===== src/rtl/apple2_disk_pkg.sv =====
`timescale 1ns/1ps
`default_nettype none
// +--------------------------------------------------------------------+
// | apple2_disk_pkg : shared disk geometry, loader state type, helper   |
// | Revision 1.0                                                        |
// +--------------------------------------------------------------------+
package apple2_disk_pkg;

   localparam int unsigned SECTORS_PER_TRACK = 13;
   localparam int unsigned TRACK_BYTES       = 6656;
   localparam int unsigned TRK_W             = 6;

   typedef enum logic [1:0] {
      IDLE  = 2'd0,
      FLUSH = 2'd1,
      LOAD  = 2'd2
   } dtl_state_t;

   // First image sector of a track.
   function automatic logic [31:0] track_lba(input int unsigned sectors, input logic [31:0] trk);
      return sectors * trk;
   endfunction

endpackage
`default_nettype wire


===== src/rtl/disk_track_loader.sv =====
`timescale 1ns/1ps
`default_nettype none
// +--------------------------------------------------------------------+
// | disk_track_loader : whole-track load / write-back between the SD    |
// | block interface and drive track RAM.   Revision 1.0                 |
// +--------------------------------------------------------------------+
module disk_track_loader
   import apple2_disk_pkg::*;
#(
   parameter int unsigned SECTORS = SECTORS_PER_TRACK,
   parameter int unsigned TRK_W   = apple2_disk_pkg::TRK_W
)(
   input  logic             clk_sys,
   input  logic             reset,
   input  logic [TRK_W-1:0] track,
   input  logic             track_we,
   input  logic             img_mounted,
   input  logic             img_readonly,
   input  logic [63:0]      img_size,
   output logic [31:0]      sd_lba,
   output logic             sd_rd,
   output logic             sd_wr,
   input  logic             sd_ack,
   output logic [3:0]       track_sec,
   output logic             cpu_wait,
   output logic             busy
);

   localparam logic [3:0] c_last_sec = 4'(SECTORS - 1);

   dtl_state_t       r_state, w_state;
   logic [TRK_W-1:0] r_cur_track, w_cur_track;
   logic             r_loaded, w_loaded;
   logic             r_dirty, w_dirty;
   logic             r_remount, w_remount;
   logic             r_old_ack;
   logic [31:0]      w_lba;
   logic             w_rd, w_wr, w_wait;
   logic [3:0]       w_sec;
   logic             w_start_load, w_start_flush;

   wire w_rise = ~r_old_ack & sd_ack;
   wire w_fall = r_old_ack & ~sd_ack;

   assign busy = (r_state != IDLE);

   always_ff @(posedge clk_sys or posedge reset) begin
      if (reset) begin
         r_state     <= IDLE;
         r_cur_track <= '0;
         r_loaded    <= 1'b0;
         r_dirty     <= 1'b0;
         r_remount   <= 1'b0;
         r_old_ack   <= 1'b0;
         sd_lba      <= 32'd0;
         sd_rd       <= 1'b0;
         sd_wr       <= 1'b0;
         track_sec   <= 4'd0;
         cpu_wait    <= 1'b0;
      end else begin
         r_state     <= w_state;
         r_cur_track <= w_cur_track;
         r_loaded    <= w_loaded;
         r_dirty     <= w_dirty;
         r_remount   <= w_remount;
         r_old_ack   <= sd_ack;
         sd_lba      <= w_lba;
         sd_rd       <= w_rd;
         sd_wr       <= w_wr;
         track_sec   <= w_sec;
         cpu_wait    <= w_wait;
      end
   end

   always_comb begin
      w_state       = r_state;
      w_cur_track   = r_cur_track;
      w_loaded      = r_loaded;
      w_dirty       = r_dirty;
      w_remount     = r_remount;
      w_lba         = sd_lba;
      w_rd          = sd_rd;
      w_wr          = sd_wr;
      w_sec         = track_sec;
      w_wait        = cpu_wait;
      w_start_load  = 1'b0;
      w_start_flush = 1'b0;

      case (r_state)
         IDLE: begin
            if (track_we)
               w_dirty = 1'b1;
            if (img_size == 64'd0)
               w_loaded = 1'b0;
            else if (r_remount) begin
               // Old RAM content belongs to the previous image: never flush it.
               w_remount    = 1'b0;
               w_dirty      = 1'b0;
               w_start_load = 1'b1;
            end else if (!r_loaded || (track != r_cur_track)) begin
               if (r_dirty && !img_readonly && r_loaded)
                  w_start_flush = 1'b1;
               else begin
                  w_dirty      = 1'b0;
                  w_start_load = 1'b1;
               end
            end
         end
         FLUSH, LOAD: begin
            if (w_rise) begin
               w_lba = sd_lba + 32'd1;
               if (track_sec == c_last_sec) begin
                  w_rd = 1'b0;
                  w_wr = 1'b0;
               end
            end
            if (w_fall) begin
               w_sec = track_sec + 4'd1;
               // Request already dropped: this was the last sector.
               if (!sd_rd && !sd_wr) begin
                  if (r_state == FLUSH) begin
                     w_dirty      = 1'b0;
                     w_start_load = 1'b1;
                  end else begin
                     w_loaded = 1'b1;
                     w_wait   = 1'b0;
                     w_state  = IDLE;
                  end
               end
            end
         end
         default: w_state = IDLE;
      endcase

      if (img_mounted)
         w_remount = 1'b1;

      if (w_start_flush) begin
         w_state = FLUSH;
         w_lba   = track_lba(SECTORS, 32'(r_cur_track));
         w_sec   = 4'd0;
         w_rd    = 1'b0;
         w_wr    = 1'b1;
         w_wait  = 1'b1;
      end

      if (w_start_load) begin
         w_state     = LOAD;
         w_lba       = track_lba(SECTORS, 32'(track));
         w_sec       = 4'd0;
         w_rd        = 1'b1;
         w_wr        = 1'b0;
         w_wait      = 1'b1;
         w_cur_track = track;
      end
   end

endmodule
`default_nettype wire


===== config.mk =====
export PLATFORM = sky130hd
export DESIGN_NAME = disk_track_loader
export DESIGN_NICKNAME = d
export VERILOG_FILES = /design/src/rtl/apple2_disk_pkg.sv /design/src/rtl/disk_track_loader.sv
export SDC_FILE = /design/constraint.sdc
export NUM_CORES = 1
export LEC_CHECK = 0
export BUFFER_PORTS_ARGS = -buffer_cell sky130_fd_sc_hd__buf_4
export CAP_MARGIN = 5
export CORE_MARGIN = 1
export CORE_UTILIZATION = 52
export DETAILED_ROUTE_END_ITERATION = 12
export PLACE_DENSITY = 0.81
export SYNTH_ARGS = -nofsm -noshare
export SYNTH_HDL_FRONTEND = slang
export SYNTH_SLANG_ARGS = --single-unit

===== constraint.sdc =====
create_clock -name clk_sys -period 3.5 [get_ports clk_sys]
set_input_delay 0.175 -clock clk_sys [delete_from_list [all_inputs] [get_ports clk_sys]]
set_output_delay 0.175 -clock clk_sys [all_outputs]
set_load 0.02 [all_outputs]

-- Word level (Yosys, flattened, before mapping)
Index checks and enable logic that the tools add are counted.
- flip-flop bits (word level): 51
- word-level logic and storage cells: 118
- add/sub/neg operators: 2
- $mul: 2
- equal/unequal tests: 15
- mux-type cells: 57
- bitwise operators: 4
- reduce and logical (&&, ||, !) cells: 27
- operator list (kind ; number):
    $mux W32 ; 4
    $logic_not A64 Y1 ; 1
    $mux W1 ; 40
    $add A32 B1 Y32 const B ; 1
    $mul A4 B6 Y10 const A ; 2
    $mux W4 ; 4
    $reduce_bool A3 Y1 ; 5
    $ne A2 B2 Y1 const B ; 6
    $ne A4 B4 Y1 const B ; 3
    $reduce_and A4 Y1 ; 3
    $mux W2 ; 5
    $ne A3 B3 Y1 const B ; 2
    $ne A6 B6 Y1 ; 1
    $pmux W1 S2 ; 3
    $reduce_and A2 Y1 ; 3
    $reduce_bool A2 Y1 ; 3
    $reduce_and A5 Y1 ; 1
    $add A4 B1 Y4 const B ; 1
    $eq A4 B4 Y1 const B ; 1
    $logic_not A1 Y1 ; 4
    $pmux W2 S2 ; 1
    $logic_and A1 B1 Y1 ; 3
    $reduce_and A3 Y1 ; 1
    $and A1 B1 Y1 ; 2
    6 further kinds ; 7

-- Logic depth before layout (Yosys ltp)
- depth in word-level cells: 10
- mapped depth: 12
- gate-level depth less buffers: 12

-- Worst setup path before layout
OpenSTA, ideal clock, no wires.
- kind: register -> register
- from: register r_cur_track[1]
- to: register sd_lba[8]
- library setup time: 82 ps
- arrival time: 2722 ps
- setup slack: 696 ps
- cell stages (with the launch flop): 13
- path buffers: 0
- period minus slack after synthesis: 2804 ps
- cells stage by stage: dfrtp_1 -> ha_1 -> inv_1 -> fa_1 -> inv_1 -> ha_1 -> a21oi_1 -> nor2_1 -> a211o_1 -> a21oi_1 -> xor2_1 -> a211o_1 -> a31oi_1
- longest elaborated chain between the ends: 8
- elaborated cells between the ends (all ways): 16
- ends and longest elaborated chain (what ; RTL line ; RTL):
    start, declared ; disk_track_loader.sv:32 ; logic [TRK_W-1:0] r_cur_track, w_cur_track;
    start signal, assigned ; disk_track_loader.sv:62 ; r_cur_track <= w_cur_track;
    branches (longest 8 deep; another with $mul A4 B6 Y10) ; -- ;
    end signal, assigned ; disk_track_loader.sv:67 ; sd_lba <= w_lba;
    end, declared ; disk_track_loader.sv:20 ; output logic [31:0] sd_lba,
Several ways; the timed one is not identified.
A chain may end at the register's enable or synchronous reset.

-- Final worst setup path
Same ends and word-level chain as after synthesis.

==> results.sh <==
export IMPL_cts_tree="built"
export IMPL_synth_area_top_cells="dfrtp_1, ha_1, xnor2_1"
export IMPL_syn_nets=538
export IMPL_io_pins=116
export IMPL_die_area_um2=7590
export IMPL_antenna_found_initial=0
export IMPL_synth_cell_type_count=43
export IMPL_tightest_slew_ns=1.09
export IMPL_peakVddDrop_v=0.000634
export IMPL_setup_tns_ns=0
export IMPL_clock_sinks=51
export IMPL_hold_violations=0
export IMPL_nNetsFinal=657
export IMPL_cts_setup_buffers=0
export IMPL_synth_top_area_share_pct=33.9
export IMPL_clock_latency_ns=0.31
export IMPL_status="finished clean"
export IMPL_fp_coreArea_um2=6910
export IMPL_gp_congestion=0.816
export IMPL_portBuffers=115
export IMPL_ys_flop_type="dfrtp_1"
export IMPL_syn_to_final_growth_pct=28.8
export IMPL_comb_power_share_pct=61.9
export IMPL_endpoint_kind="register"
export IMPL_start_util_pct=54.6
export IMPL_path_clk_slew_ns=0.09
export IMPL_yosys_area_top_type="dfrtp_1"
export IMPL_period_needed_ns=2.94
export IMPL_cp_buffers_inverters=2
export IMPL_final_cell_mix="buf_4, dfrtp_1, nor2_1, ha_1, inv_1"
export IMPL_cp_start_kind="register"
export IMPL_worst_path_largest_cell_delay_ns=0.55
export IMPL_syn_inst=417
export IMPL_relSlewSlack_pct=27.4
export IMPL_grtUsageTotal_pct=24.8
export IMPL_maxCapViolCount=0
export IMPL_final_cells=633
export IMPL_route_met3_wl_um=529
export IMPL_p_clk_share_pct=10.7
export IMPL_ys_warn_count=0
export IMPL_rsz0062_at_grt="false"
export IMPL_dr_first_iter_drc_count=165
export IMPL_rows=30
export IMPL_layout_commonest_cell="buf_4"
export IMPL_cts_buffers=5
export IMPL_die_w_um=87.1
export IMPL_skew_ns=0.0139
export IMPL_grt_overflow_total=0
export IMPL_grt_pass1_wl_um=14700
export IMPL_power_mw=3.30
export IMPL_swShare_pct=44.7
export IMPL_synth_avg_cell_area_um2=9.04
export IMPL_dr_pass1_iters=4
export IMPL_drv_slew=0
export IMPL_grt_max_degree=52
export IMPL_p_switching_mw=1.47
export IMPL_setup_violations=0
export IMPL_ys_seq_elements=51
export IMPL_cp_arrival_ns=3.17
export IMPL_first_global_vias=3308
export IMPL_finalWirelength_um=9420
export IMPL_drive_above_1_share_pct=25.9
export IMPL_period_share_pct=83.9
export IMPL_async_flop_share_pct=100
export IMPL_cts_path_max_buffers=2
export IMPL_cts_root_buf="clkbuf_8"
export IMPL_hp_class="primary input to register"
export IMPL_routed_top_layer="met4"
export IMPL_num_antenna_cells=0
export IMPL_synth_edff_count=0
export IMPL_drc=0
export IMPL_path_cells="ha_1, inv_1, fa_1, inv_1, ha_1, a21oi_1, nor2_1, a211o_1, a21oi_1, xor2_1, a211o_1, a31oi_1"
export IMPL_ctsResizeCount=0
export IMPL_power_frac_seq_pct=27.4
export IMPL_critPathTopFamily="adder cells"
export IMPL_vias=3510
export IMPL_r2r_setup_slack_ns=0.56
export IMPL_ant_nets=0
export IMPL_viasPerCell=5.55
export IMPL_hpwlAfterDp_um=7440
export IMPL_die_h_um=87.1
export IMPL_required_ns=3.73
export IMPL_htree_levels=2
export IMPL_fmax_mhz=340
export IMPL_synth_seq_area_share_pct=33.9
export IMPL_place_inst=624
export IMPL_critPathKind="register to register"
export IMPL_crit_slowest_cell="fa_1"
export IMPL_wl_met1_um=3850
export IMPL_power_density_nw_per_um2=679
export IMPL_dr_wl_met2_um=4910
export IMPL_critPathMaxFanout=5
export IMPL_p_leak_nw=2.35
export IMPL_post_drt_wl_per_cell_um=14.9
export IMPL_p_int_mw=1.82
export IMPL_ctsHoldBuffers=1
export IMPL_netlist_area_um2=3770
[cell type report]
class	instances	area [µm²]
clock buffers	6	72.6
clock inverters	2	17.5
fillers	574	2050
inverters	38	143
multi-input cells	319	2310
flip-flops and latches	51	1280
well taps	96	120
repair buffers	121	911
[registers in the layout, summed over array words and instances, names as in the netlist]
signal,flops
cpu_wait,1
r_cur_track,6
r_dirty,1
r_loaded,1
r_old_ack,1
r_remount,1
r_state,2
sd_lba,32
sd_rd,1
sd_wr,1
track_sec,4
[cells in the mapped netlist (10+ instances only)]
master   instances
nand4_1         15
xor2_1          18
xnor2_1         26
dfrtp_1         51
inv_1           38
nor4_1          18
a21oi_1         19
o21ai_0         17
ha_1            39
nand3_1         15
nand2_1         26
nor3_1          10
nor2_1          45
[path summary, 6_finish.rpt]
check / start / end / cells past startpoint
hold / removal: img_mounted / r_remount / 2
hold reg to reg: r_remount / r_remount / 1
max in group asynchronous: reset / r_cur_track[3] / 2
min in group asynchronous: reset / r_dirty / 2
setup / recovery: r_cur_track[1] / sd_lba[8] / 12
setup reg to reg: r_cur_track[1] / sd_lba[8] / 12
[power groups by stage]
stage	clock network (mW)	logic, mW	registers [mW]
2_1_floorplan	0	1.41	0.956
3_3_place_gp	0	1.98	0.905
3_5_place_dp	0	2.02	0.912
4_1_cts	0.354	2.05	0.900
5_1_grt	0.382	2.27	0.928
6_report	0.354	2.04	0.903
[layer usage]
layer,vias to the layer above,global-route usage [%]
met3,11,3.03
met5,-,0
met4,0,5.81
met1,1687,29.0
met2,98,48.0
li1,1714,-
[worst reg2reg max path, stage by stage, from the launching register on]
cell	delay [ns]
dfrtp_1	0.45
ha_1	0.30
inv_1	0.05
fa_1	0.55
inv_1	0.06
ha_1	0.28
a21oi_1	0.16
nor2_1	0.07
a211o_1	0.26
a21oi_1	0.17
xor2_1	0.09
a211o_1	0.29
a31oi_1	0.15
[kinds of logic (layout without fill, tap and decap cells)]
kind of cell	Yosys count	after routing	share of synthesized area [%]
xor+xnor	44	44	10.2
fa+ha+maj	45	45	16.1
simple gates	156	156	20.9
buf+inv	47	167	4.71
compound gates	63	63	11.0
mux	11	11	3.12
flops	51	51	33.9
[stage by stage]
stage | worst slack, ns | util, % | hold slack (ns) | area (µm²)
after floorplan | 0.696 | - | 0.206 | 3770
after global placement | 0.621 | 68.8 | 0.311 | 4750
after detailed placement | 0.562 | 68.8 | 0.316 | 4750
after CTS | 0.552 | 70.3 | 0.0408 | 4850
after global routing | 0.301 | 70.3 | 0.0351 | 4850
final | 0.562 | 70.3 | 0.0434 | 4850
Note: power is estimated with default switching activity, not from simulation.
